File: src/rtl/ysyx_23060240_mem_arbiter.sv
// Two-master (IFU, LSU) to one-slave memory arbiter.
// One transaction in flight; slave silence is bounded by a timeout.
module ysyx_23060240_mem_arbiter #(
  parameter int AW      = 32,
  parameter int DW      = 32,
  parameter int TIMEOUT = 255
) (
  input  logic            clk,
  input  logic            rst,
  input  logic            ifu_req_valid,
  output logic            ifu_req_ready,
  input  logic [AW-1:0]   ifu_req_addr,
  output logic            ifu_resp_valid,
  input  logic            ifu_resp_ready,
  output logic [DW-1:0]   ifu_resp_rdata,
  output logic            ifu_resp_err,
  input  logic            lsu_req_valid,
  output logic            lsu_req_ready,
  input  logic [AW-1:0]   lsu_req_addr,
  input  logic            lsu_req_wen,
  input  logic [DW-1:0]   lsu_req_wdata,
  input  logic [DW/8-1:0] lsu_req_wstrb,
  output logic            lsu_resp_valid,
  input  logic            lsu_resp_ready,
  output logic [DW-1:0]   lsu_resp_rdata,
  output logic            lsu_resp_err,
  output logic            mem_req_valid,
  input  logic            mem_req_ready,
  output logic [AW-1:0]   mem_req_addr,
  output logic            mem_req_wen,
  output logic [DW-1:0]   mem_req_wdata,
  output logic [DW/8-1:0] mem_req_wstrb,
  input  logic            mem_resp_valid,
  output logic            mem_resp_ready,
  input  logic [DW-1:0]   mem_resp_rdata,
  output logic            busy,
  output logic            owner
);

  localparam int CW =
    (TIMEOUT > 0) ? $clog2(TIMEOUT + 1) : 1;
  localparam int TLIM =
    (TIMEOUT > 0) ? TIMEOUT - 1 : 0;
  localparam logic [CW-1:0] CLIM = CW'(TLIM);

  typedef enum logic [1:0] {
    S_IDLE,
    S_WAIT,
    S_ERR
  } state_t;

  state_t        state;
  logic          owner_q;
  logic [CW-1:0] cnt;

  logic          idle;
  logic          in_wait;
  logic          in_err;
  logic          sel;
  logic          own_ready;
  logic          own_valid;
  logic          own_err;
  logic [DW-1:0] own_rdata;

  assign idle    = (state == S_IDLE);
  assign in_wait = (state == S_WAIT);
  assign in_err  = (state == S_ERR);
  assign sel     = lsu_req_valid;

  // Grant is combinational so a request is taken the cycle the slave is ready.
  assign mem_req_valid =
    !rst && idle && (lsu_req_valid || ifu_req_valid);
  assign mem_req_addr  = sel ? lsu_req_addr : ifu_req_addr;
  assign mem_req_wen   = sel && lsu_req_wen;
  assign mem_req_wdata = sel ? lsu_req_wdata : '0;
  assign mem_req_wstrb = sel ? lsu_req_wstrb : '0;

  assign lsu_req_ready =
    !rst && idle && sel && mem_req_ready;
  assign ifu_req_ready =
    !rst && idle && !sel && mem_req_ready;

  assign own_ready =
    owner_q ? lsu_resp_ready : ifu_resp_ready;
  assign own_valid =
    !rst && ((in_wait && mem_resp_valid) || in_err);
  assign own_err   = !rst && in_err;
  assign own_rdata =
    (!rst && in_wait && mem_resp_valid) ?
    mem_resp_rdata : '0;

  assign ifu_resp_valid = own_valid && !owner_q;
  assign ifu_resp_err   = own_err && !owner_q;
  assign ifu_resp_rdata = owner_q ? '0 : own_rdata;
  assign lsu_resp_valid = own_valid && owner_q;
  assign lsu_resp_err   = own_err && owner_q;
  assign lsu_resp_rdata = owner_q ? own_rdata : '0;

  // Outside WAIT the slave response is always drained.
  assign mem_resp_ready = in_wait ? own_ready : 1'b1;

  assign busy  = !idle;
  assign owner = owner_q;

  always_ff @(posedge clk or posedge rst) begin
    if (rst) begin
      state   <= S_IDLE;
      owner_q <= 1'b0;
      cnt     <= '0;
    end else begin
      unique case (state)
        S_IDLE: begin
          if (mem_req_valid && mem_req_ready) begin
            owner_q <= sel;
            cnt     <= '0;
            state   <= S_WAIT;
          end
        end
        S_WAIT: begin
          if (mem_resp_valid) begin
            if (own_ready) state <= S_IDLE;
          end else if (TIMEOUT != 0 && cnt == CLIM) begin
            state <= S_ERR;
          end else begin
            cnt <= cnt + CW'(1);
          end
        end
        S_ERR: begin
          if (own_ready) state <= S_IDLE;
        end
        default: state <= S_IDLE;
      endcase
    end
  end

endmodule

File: config.mk
export PLATFORM = sky130hd
export DESIGN_NAME = ysyx_23060240_mem_arbiter
export DESIGN_NICKNAME = d
export VERILOG_FILES = /design/src/rtl/ysyx_23060240_mem_arbiter.sv
export SDC_FILE = /design/constraint.sdc
export NUM_CORES = 1
export LEC_CHECK = 0
export BUFFER_PORTS_ARGS = -buffer_cell sky130_fd_sc_hd__buf_2
export CAP_MARGIN = 20
export CORE_AREA = 5 5 108 110
export CTS_CLUSTER_SIZE = 40
export DETAILED_ROUTE_END_ITERATION = 7
export DIE_AREA = 0 0 113 115
export GPL_TIMING_DRIVEN = 0
export HOLD_SLACK_MARGIN = 0.15
export PLACE_DENSITY = 0.63
export SYNTH_ARGS = -nofsm -noshare
export SYNTH_HDL_FRONTEND = slang
export SYNTH_SLANG_ARGS = --single-unit
File: constraint.sdc
create_clock -name clk -period 3.1 [get_ports clk]
set_input_delay 0.31 -clock clk [delete_from_list [all_inputs] [get_ports clk]]
set_output_delay 0.31 -clock clk [all_outputs]
set_load 0.01 [all_outputs]
==> results of run 1 <==
power groups by stage:
stage / combinational [mW] / sequential [mW] / clock [mW]
finish: 0.623 / 0.199 / 0.151
global route: 0.691 / 0.204 / 0.163
CTS: 0.634 / 0.199 / 0.154
detailed placement: 0.630 / 0.201 / 0
global placement: 0.630 / 0.201 / 0
floorplan: 0.345 / 0.199 / 0
registers in the layout, summed over array words and instances (netlist names):
register  cells
cnt           8
state         2
owner         1
logic make-up after synthesis:
family                     share of synthesized area (%)
AOI/OAI and AO/OA                                   8.77
DFF                                                 15.4
and+or+nand+nor                                     48.1
buffers and inverters                               5.05
xor gates and xnor gates                           0.491
adders and majority gates                           1.40
muxes                                               20.8
worst max-delay path: stages, from the launching register on:
cell and delay, ps:
sky130_fd_sc_hd__dfrtp_1 450, sky130_fd_sc_hd__nor2b_1 310, sky130_fd_sc_hd__nand2_1 130, sky130_fd_sc_hd__nor3_1 440, sky130_fd_sc_hd__clkbuf_1 330, sky130_fd_sc_hd__and2_1 210
sky130_fd_sc_hd__buf_2 140
final cells by class:
cell class	count	area, µm²
flip-flops and latches	11	275
fillers	1163	7190
well taps	140	175
plain buffers	17	71.3
clock buffers	4	45.0
inverters	5	18.8
repair buffers	282	1410
multi-input cells	199	1420
worst max path at each step:
stage	endpoint	start
CTS	ifu_resp_rdata[26]	state[0]
global route	ifu_resp_rdata[30]	state[0]
floorplan	cnt[7]	state[1]
finish	ifu_resp_rdata[10]	state[0]
detailed placement	ifu_resp_rdata[26]	state[0]
global placement	ifu_resp_rdata[29]	state[0]
metrics by stage:
step | hold WS, ps | instances | utilization (%)
after floorplan | 171 | 232 | -
after global placement | 413 | 654 | 31.8
after detailed placement | 419 | 654 | 31.8
after CTS | 153 | 658 | 32.2
after global routing | 204 | 658 | 32.2
final | 144 | 658 | 32.2
cells in the final DEF, fill, tap and decap left out, types with 4 or more instances in the layout:
master,Yosys,routed
sky130_fd_sc_hd__nor2_1,5,5
sky130_fd_sc_hd__mux2_2,32,32
sky130_fd_sc_hd__and2_1,102,102
sky130_fd_sc_hd__dfrtp_1,11,11
sky130_fd_sc_hd__a21oi_1,4,4
sky130_fd_sc_hd__buf_2,0,282
sky130_fd_sc_hd__clkbuf_1,13,14
sky130_fd_sc_hd__inv_1,5,5
sky130_fd_sc_hd__nand3_1,4,4
sky130_fd_sc_hd__nor3_1,5,5
sky130_fd_sc_hd__nand2_1,9,9
layer usage:
metal	GRT usage, %	part of all wire, %	wire (µm)
met1	15.4	40	3750
met4	4.17	2.2	204
met3	4.26	10	965
met2	21.6	48	4540
met5	0	0.28	27
==> flow_summary.ini, run 1 <==
[die]
dieHeight_um = 115
die_width_um = 113
num_rows = 38
die_area_um2 = 13000
top_level_ports = 284
initial_core_util_pct = 16.8
core-area_um2 = 10600

[worst_setup_path]
r2r_start = state[1]
critical_path_required_ps = 2790
timing.critical_path.from_type = register
critical_path_arrival_ps = 2250
crit_path_end_kind = output pin
worstRegToRegCells = 5
crit_fanout = 10
ff2ff_setup_slack_ps = 870
worstSetupPathType = reg2out
regToRegEndpoint = cnt[7]

[drt]
detail_route.wl_per_cell_um = 14.4
wirelength_um = 9480
final_antenna_net_count = 0
route.detailed.drc = 0
drt-pass1-iter-count = 4
routed-via-count = 2667
dr.first_iter.drc_count = 66
avgViaCountPerCell = 4.05

[yosys]
synth-edff-count = 0
postSynthNetCount = 375
postSynthRegisterBits = 11
post_synth_inst_count = 232
synth.distinct_cells = 40
ys_async_sr_fraction_pct = 100
synth_flop_cell = sky130_fd_sc_hd__dfrtp_1
synth_top_area_share_pct = 35.8
yosys.area.top_type = sky130_fd_sc_hd__and2_1
syn_area_um2 = 1780
yosysWarningCount = 0
yosysSeqAreaShare_pct = 15.4
top_post_synthesis_cells_by_area = sky130_fd_sc_hd__and2_1 (36%), sky130_fd_sc_hd__mux2_2 (20%), sky130_fd_sc_hd__dfrtp_1 (15%), sky130_fd_sc_hd__clkbuf_1 (2.7%), sky130_fd_sc_hd__nand2_1 (1.9%)
post-synth-top-count-cell = sky130_fd_sc_hd__and2_1
synthTopCellsByCount = sky130_fd_sc_hd__and2_1 (102), sky130_fd_sc_hd__mux2_2 (32), sky130_fd_sc_hd__clkbuf_1 (13)
syn_avg_cell_area_um2 = 7.69

[clock_network]
post_cts_resized = 0
root_buffer = sky130_fd_sc_hd__clkbuf_8
clock_sink_count = 11
post_cts_repair_timing_setup_buffer_count = 0
cts-htree-levels = 1
cts_max_path_buffers = 2
worst_setup_hold_path_clk_slew_ps = 50
cts_made_buffers = 3
cts_tree = yes
cts.hold.buffers_added = 0
clk_latency_ps = 250

[sta]
setup_viol_count_final = 0
count_of_final_hold_check_violations = 0
rsz0062_at_grt = no
final_period_minus_worst_setup_slack_ps = 2560
worst_slack_ps = 536
min_period_over_period_pct = 82.7
final-max-slew-violation-count = 0
timing.slew.headroom_pct = 55.6
worst-slew-pin-transition_ps = 656
timing.clock.skew_ps = 2.77
fin_setup_tns_ps = 0
fmax_ghz = 0.390

[power]
switching_share_pct = 42.1
power_frac_seq_pct = 20.5
post-layout-total-power_mw = 0.973
power_switching_mw = 0.409
cellPowerDensity_nw_per_um2 = 285
power.clock.fraction_pct = 15.5
power.share.combinational_pct = 64.0
p_int_mw = 0.564
vdd_drop_max_v = 0.000130
p_leak_nw = 2.05

[grt]
via_count_of_the_first_global_routing_pass = 2593
grt_start_max_net_pins = 13
grt_pass1_wl_um = 13400
track_usage_pct = 12.8
initial_antenna_violation_count = 2
grt.overflow.total = 0

[placed_design]
gpl.final_weighted_congestion = 0.812
post_dp_cell_area_um2 = 3370
io_buffers = 282
dp_slack_ps = 662
dpl.hpwl_um = 8430

[cells_and_area]
area_delta_synth_final_pct = 91.4
finish.net_count = 662
antenna_fix_cells = 0
drive_above_1_share_pct = 62.0
final_cell_area_um2 = 3420

[run]
drv.max_cap_violation_count = 0

[hold_path]
hold_crit_path_type = in2async

[status]
status = complete, no violations
(Power assumes the default switching activity.)
==> run 2, diff against run 1 <==
Settings changed: CORE_AREA 5 5 108 110 to 5 5 106 108, DIE_AREA 0 0 113 115 to 0 0 111 113, PLACE_DENSITY 0.63 to 0.64.
Clock period 3.1 ns to 2.7 ns, I/O delays scaled along.
==> flow_summary.ini, run 2 (synthesized netlist as in run 1, its figures left out) <==
[placed_design]
post_placement_cell_count = 650
io_buffers = 282
gpl.final_weighted_congestion = 0.919
dp_slack_ps = 349
dpl.hpwl_um = 8910
post_dp_cell_area_um2 = 3370

[sta]
count_of_final_hold_check_violations = 0
fmax_ghz = 0.402
setup_viol_count_final = 0
min_period_over_period_pct = 92.2
final_period_minus_worst_setup_slack_ps = 2490
fin_setup_tns_ps = 0
timing.clock.skew_ps = 4.79
worst_slack_ps = 209
rsz0062_at_grt = no
final-max-slew-violation-count = 0
worst-slew-pin-transition_ps = 715
timing.slew.headroom_pct = 51.6

[power]
p_leak_nw = 2.06
power_frac_seq_pct = 20.6
switching_share_pct = 41.9
post-layout-total-power_mw = 1.12
power.clock.fraction_pct = 15.1
p_int_mw = 0.649
vdd_drop_max_v = 0.000158
power.share.combinational_pct = 64.3
cellPowerDensity_nw_per_um2 = 326
power_switching_mw = 0.469

[cells_and_area]
finish.net_count = 663
antenna_fix_cells = 0
top_register = cnt
area_delta_synth_final_pct = 92.3
layout_commonest_cell = sky130_fd_sc_hd__buf_2
post_layout_nonfiller_instances = 655
drive_above_1_share_pct = 62.2
top_library_cells_by_usage_in_the_layout_fill_and_taps_aside = sky130_fd_sc_hd__buf_2 (282), sky130_fd_sc_hd__and2_1 (102), sky130_fd_sc_hd__mux2_2 (32)
final_cell_area_um2 = 3430
flip_flop_count_of_the_largest_register_after_layout = 8

[clock_network]
cts_tree = yes
clock_sink_count = 11
cts-htree-levels = 1
root_buffer = sky130_fd_sc_hd__clkbuf_8
worst_setup_hold_path_clk_slew_ps = 50
post_cts_repair_timing_setup_buffer_count = 0
cts_made_buffers = 3
clk_latency_ps = 240
cts_max_path_buffers = 2

[drt]
route.detailed.drc = 0
dr.first_iter.drc_count = 71
detail_route.wl_per_cell_um = 15.0
drt-pass1-iter-count = 4
wirelength_um = 9810
routed-via-count = 2740
final_antenna_net_count = 0
avgViaCountPerCell = 4.18

[worst_setup_path]
crit_fanout = 7
timing.critical_path.from_type = input port
worst-path-buf-inv = 3
worstRegToRegCells = 5
critical_path_required_ps = 2820
critical_path_arrival_ps = 2610
worstSetupPathType = in2reg
crit_path_end_kind = register
path_depth = 7
crit_slowest_cell = sky130_fd_sc_hd__nor4b_1
kind_of_cell_adding_the_most_delay_to_the_critical_path = simple AND/OR/NAND/NOR gates
biggest_cell_delay_along_the_critical_path_ps = 610
crit_path_cell_trace = dlygate4sd3_1 -> buf_2 -> nor4b_1 -> o21ai_1 -> and2_4 -> buf_6 -> a221o_1

[die]
dieHeight_um = 113
initial_core_util_pct = 17.6
core-area_um2 = 10100
die_width_um = 111
top_level_ports = 284
num_rows = 37
die_area_um2 = 12500

[grt]
grt_pass1_wl_um = 14800
via_count_of_the_first_global_routing_pass = 2849
grt.overflow.total = 0
grt_start_max_net_pins = 13
initial_antenna_violation_count = 0
track_usage_pct = 14.3

[hold_path]
hold_crit_path_type = in2reg
worstHoldPathCells = 3

[status]
status = complete, no violations

[run]
drv.max_cap_violation_count = 0
-- run 2: changes by cell type in the layout (fill, tap and decap cells not counted), sizes merged --
cell,previous run,this run
dlygate4sd3,0,1
-- run 2: layout make-up --
| type | instances | area [µm²] |
|---|---|---|
| Sequential cell | 11 | 275 |
| Fill cell | 1092 | 6710 |
| Tap cell | 136 | 170 |
| Inverter | 5 | 18.8 |
| Clock buffer | 4 | 45.0 |
| Timing Repair Buffer | 283 | 1420 |
| Multi-Input combinational cell | 199 | 1430 |
| Buffer | 17 | 71.3 |
-- run 2: power groups by stage --
| stage | clock (mW) | combinational [mW] | sequential, mW |
|---|---|---|---|
| floorplan | 0 | 0.396 | 0.228 |
| global placement | 0 | 0.710 | 0.232 |
| detailed placement | 0 | 0.723 | 0.232 |
| CTS | 0.175 | 0.727 | 0.232 |
| global route | 0.183 | 0.790 | 0.237 |
| finish | 0.169 | 0.718 | 0.231 |
-- run 2: worst reg2reg max path, stage by stage, from the launching register on --
cell and delay, ps:
sky130_fd_sc_hd__dfrtp_1 460, sky130_fd_sc_hd__nor4b_1 690, sky130_fd_sc_hd__o21ai_1 330, sky130_fd_sc_hd__and2_4 250, sky130_fd_sc_hd__buf_6 120, sky130_fd_sc_hd__a221o_1 340
-- run 2: per-stage QoR --
step,util (%),hold slack (ps)
4_1_cts,33.7,329
5_1_grt,33.8,327
6_report,33.8,330
3_3_place_gp,33.2,347
3_5_place_dp,33.2,358
2_1_floorplan,-,131
-- run 2: final timing paths --
kind                               startpoint  endpoint  slack [ps]
max in group asynchronous                 rst    cnt[1]        1750
min in group asynchronous                 rst  state[0]         640
worst min register to register         cnt[6]    cnt[6]         540
worst max register to register       state[1]    cnt[7]         400
worst max-delay path                      rst    cnt[7]         210
worst min-delay path            ifu_req_valid     owner         330
-- run 2: timing repair --
item,4_1_cts,5_1_grt
endpoints found under the setup margin,0,60
endpoints found under the hold margin,11,0
resized for setup,0,2
hold buffers,1,0
-- run 2: layer usage --
layer | up-vias | wire length (µm) | GRT usage [%]
met4 | 0 | 234 | 3.69
met1 | 1231 | 3680 | 17.0
met2 | 143 | 4950 | 25.6
met5 | - | 0 | 0
met3 | 14 | 938 | 3.85
li1 | 1352 | - | -
==> run 3, diff against run 2 <==
Settings changed: MAX_ROUTING_LAYER set to met4.
==> flow_summary.ini, run 3 (synthesized netlist as in run 1, its figures left out) <==
[worst_setup_path]
crit_path_end_kind = register
critical_path_arrival_ps = 2630
crit_fanout = 7
kind_of_cell_adding_the_most_delay_to_the_critical_path = simple AND/OR/NAND/NOR gates
biggest_cell_delay_along_the_critical_path_ps = 630
critical_path_required_ps = 2820
crit_slowest_cell = sky130_fd_sc_hd__nor4b_1
worstSetupPathType = in2reg
worst-path-buf-inv = 3
timing.critical_path.from_type = input port
crit_path_cell_trace = dlygate4sd3_1 -> buf_2 -> nor4b_1 -> o21ai_1 -> and2_4 -> buf_6 -> a221o_1

[grt]
grt_start_max_net_pins = 13
grt_pass1_wl_um = 14800
track_usage_pct = 14.8
via_count_of_the_first_global_routing_pass = 2847
grt.overflow.total = 0
initial_antenna_violation_count = 0

[clock_network]
cts_max_path_buffers = 2
worst_setup_hold_path_clk_slew_ps = 50
cts-htree-levels = 1
clock_sink_count = 11
cts_tree = yes
root_buffer = sky130_fd_sc_hd__clkbuf_8
clk_latency_ps = 240
cts_made_buffers = 3
post_cts_repair_timing_setup_buffer_count = 0

[cells_and_area]
antenna_fix_cells = 0
top_register = cnt
layout_commonest_cell = sky130_fd_sc_hd__buf_2
top_library_cells_by_usage_in_the_layout_fill_and_taps_aside = sky130_fd_sc_hd__buf_2 (282), sky130_fd_sc_hd__and2_1 (102), sky130_fd_sc_hd__mux2_2 (32)
drive_above_1_share_pct = 62.2
area_delta_synth_final_pct = 92.3
finish.net_count = 663
flip_flop_count_of_the_largest_register_after_layout = 8
post-route-util_pct = 33.8

[placed_design]
gpl.final_weighted_congestion = 0.935
io_buffers = 282
dpl.hpwl_um = 8910

[die]
core-area_um2 = 10100
die_width_um = 111
top_level_ports = 284
initial_core_util_pct = 17.6
num_rows = 37
die_area_um2 = 12500
dieHeight_um = 113

[drt]
drt-pass1-iter-count = 4
avgViaCountPerCell = 4.16
detail_route.wl_per_cell_um = 15.1
route.detailed.drc = 0
dr.first_iter.drc_count = 86
final_antenna_net_count = 0
wirelength_um = 9870
routed-via-count = 2725

[run]
drv.max_cap_violation_count = 0

[sta]
fmax_ghz = 0.399
count_of_final_hold_check_violations = 0
final-max-slew-violation-count = 0
setup_viol_count_final = 0
rsz0062_at_grt = no
timing.clock.skew_ps = 5.80
final_period_minus_worst_setup_slack_ps = 2500
timing.slew.headroom_pct = 50.5
fin_setup_tns_ps = 0
worst-slew-pin-transition_ps = 732
min_period_over_period_pct = 92.7

[power]
p_leak_nw = 2.06
power.clock.fraction_pct = 15.0
power_switching_mw = 0.472
cellPowerDensity_nw_per_um2 = 327
p_int_mw = 0.649
vdd_drop_max_v = 0.000159
power_frac_seq_pct = 20.7
power.share.combinational_pct = 64.3
switching_share_pct = 42.1

[status]
status = complete, no violations

[hold_path]
hold_crit_path_type = in2reg
-- run 3: cell counts in the layout (fill, tap and decap cells not counted) --
No cell type changed its count.
-- run 3: metal layers --
layer | vias to the layer above | GRT usage, % | part of all wire [%]
met5 | - | - | 0
met4 | 0 | 3.45 | 2.2
met3 | 16 | 3.16 | 8.1
met2 | 144 | 25.7 | 50
met1 | 1212 | 17.5 | 39
li1 | 1353 | - | -
-- run 3: final timing paths --
kind | end | slack, ps | from | cells after the start
worst max-delay path | cnt[7] | 200 | rst | 7
worst min register to register | cnt[6] | 530 | cnt[6] | 1
max in group asynchronous | cnt[1] | 1740 | rst | 3
min in group asynchronous | state[0] | 640 | rst | 3
worst max register to register | cnt[7] | 390 | state[1] | 5
worst min-delay path | owner | 330 | ifu_req_valid | 3
-- run 3: cell type report --
cell class	count	area, µm²
plain buffers	17	71.3
fillers	1092	6710
flip-flops and latches	11	275
well taps	136	170
repair buffers	283	1420
multi-input cells	199	1430
inverters	5	18.8
clock buffers	4	45.0
-- run 3: power by group through the flow --
stage          Clock (mW)  Sequential (mW)  Combinational, mW
2_1_floorplan           0            0.228              0.396
3_3_place_gp            0            0.232              0.710
3_5_place_dp            0            0.232              0.723
4_1_cts             0.175            0.232              0.727
5_1_grt             0.183            0.237              0.790
6_report            0.168            0.232              0.720
-- run 3: repair_timing --
item | in CTS | in global routing
gates resized for setup | 0 | 2
endpoints found under the setup margin | 0 | 60
endpoints found under the hold margin | 11 | 0
hold buffers | 1 | 0
-- run 3: tightest hold or removal path: stages --
cell and delay [ps]:
sky130_fd_sc_hd__buf_2 110, sky130_fd_sc_hd__nand2_1 50, sky130_fd_sc_hd__a21o_1 100
-- run 3: through the flow --
step / hold WS, ps / setup slack (ps) / total power [mW] / std cells / instance area, µm²
detailed placement: 358 / 349 / 0.955 / 650 / 3370
global placement: 347 / 411 / 0.943 / 650 / 3370
finish: 331 / 197 / 1.12 / 655 / 3430
global route: 327 / 22.6 / 1.21 / 655 / 3430
CTS: 329 / 115 / 1.13 / 655 / 3420
floorplan: 131 / 881 / 0.624 / 232 / 1780
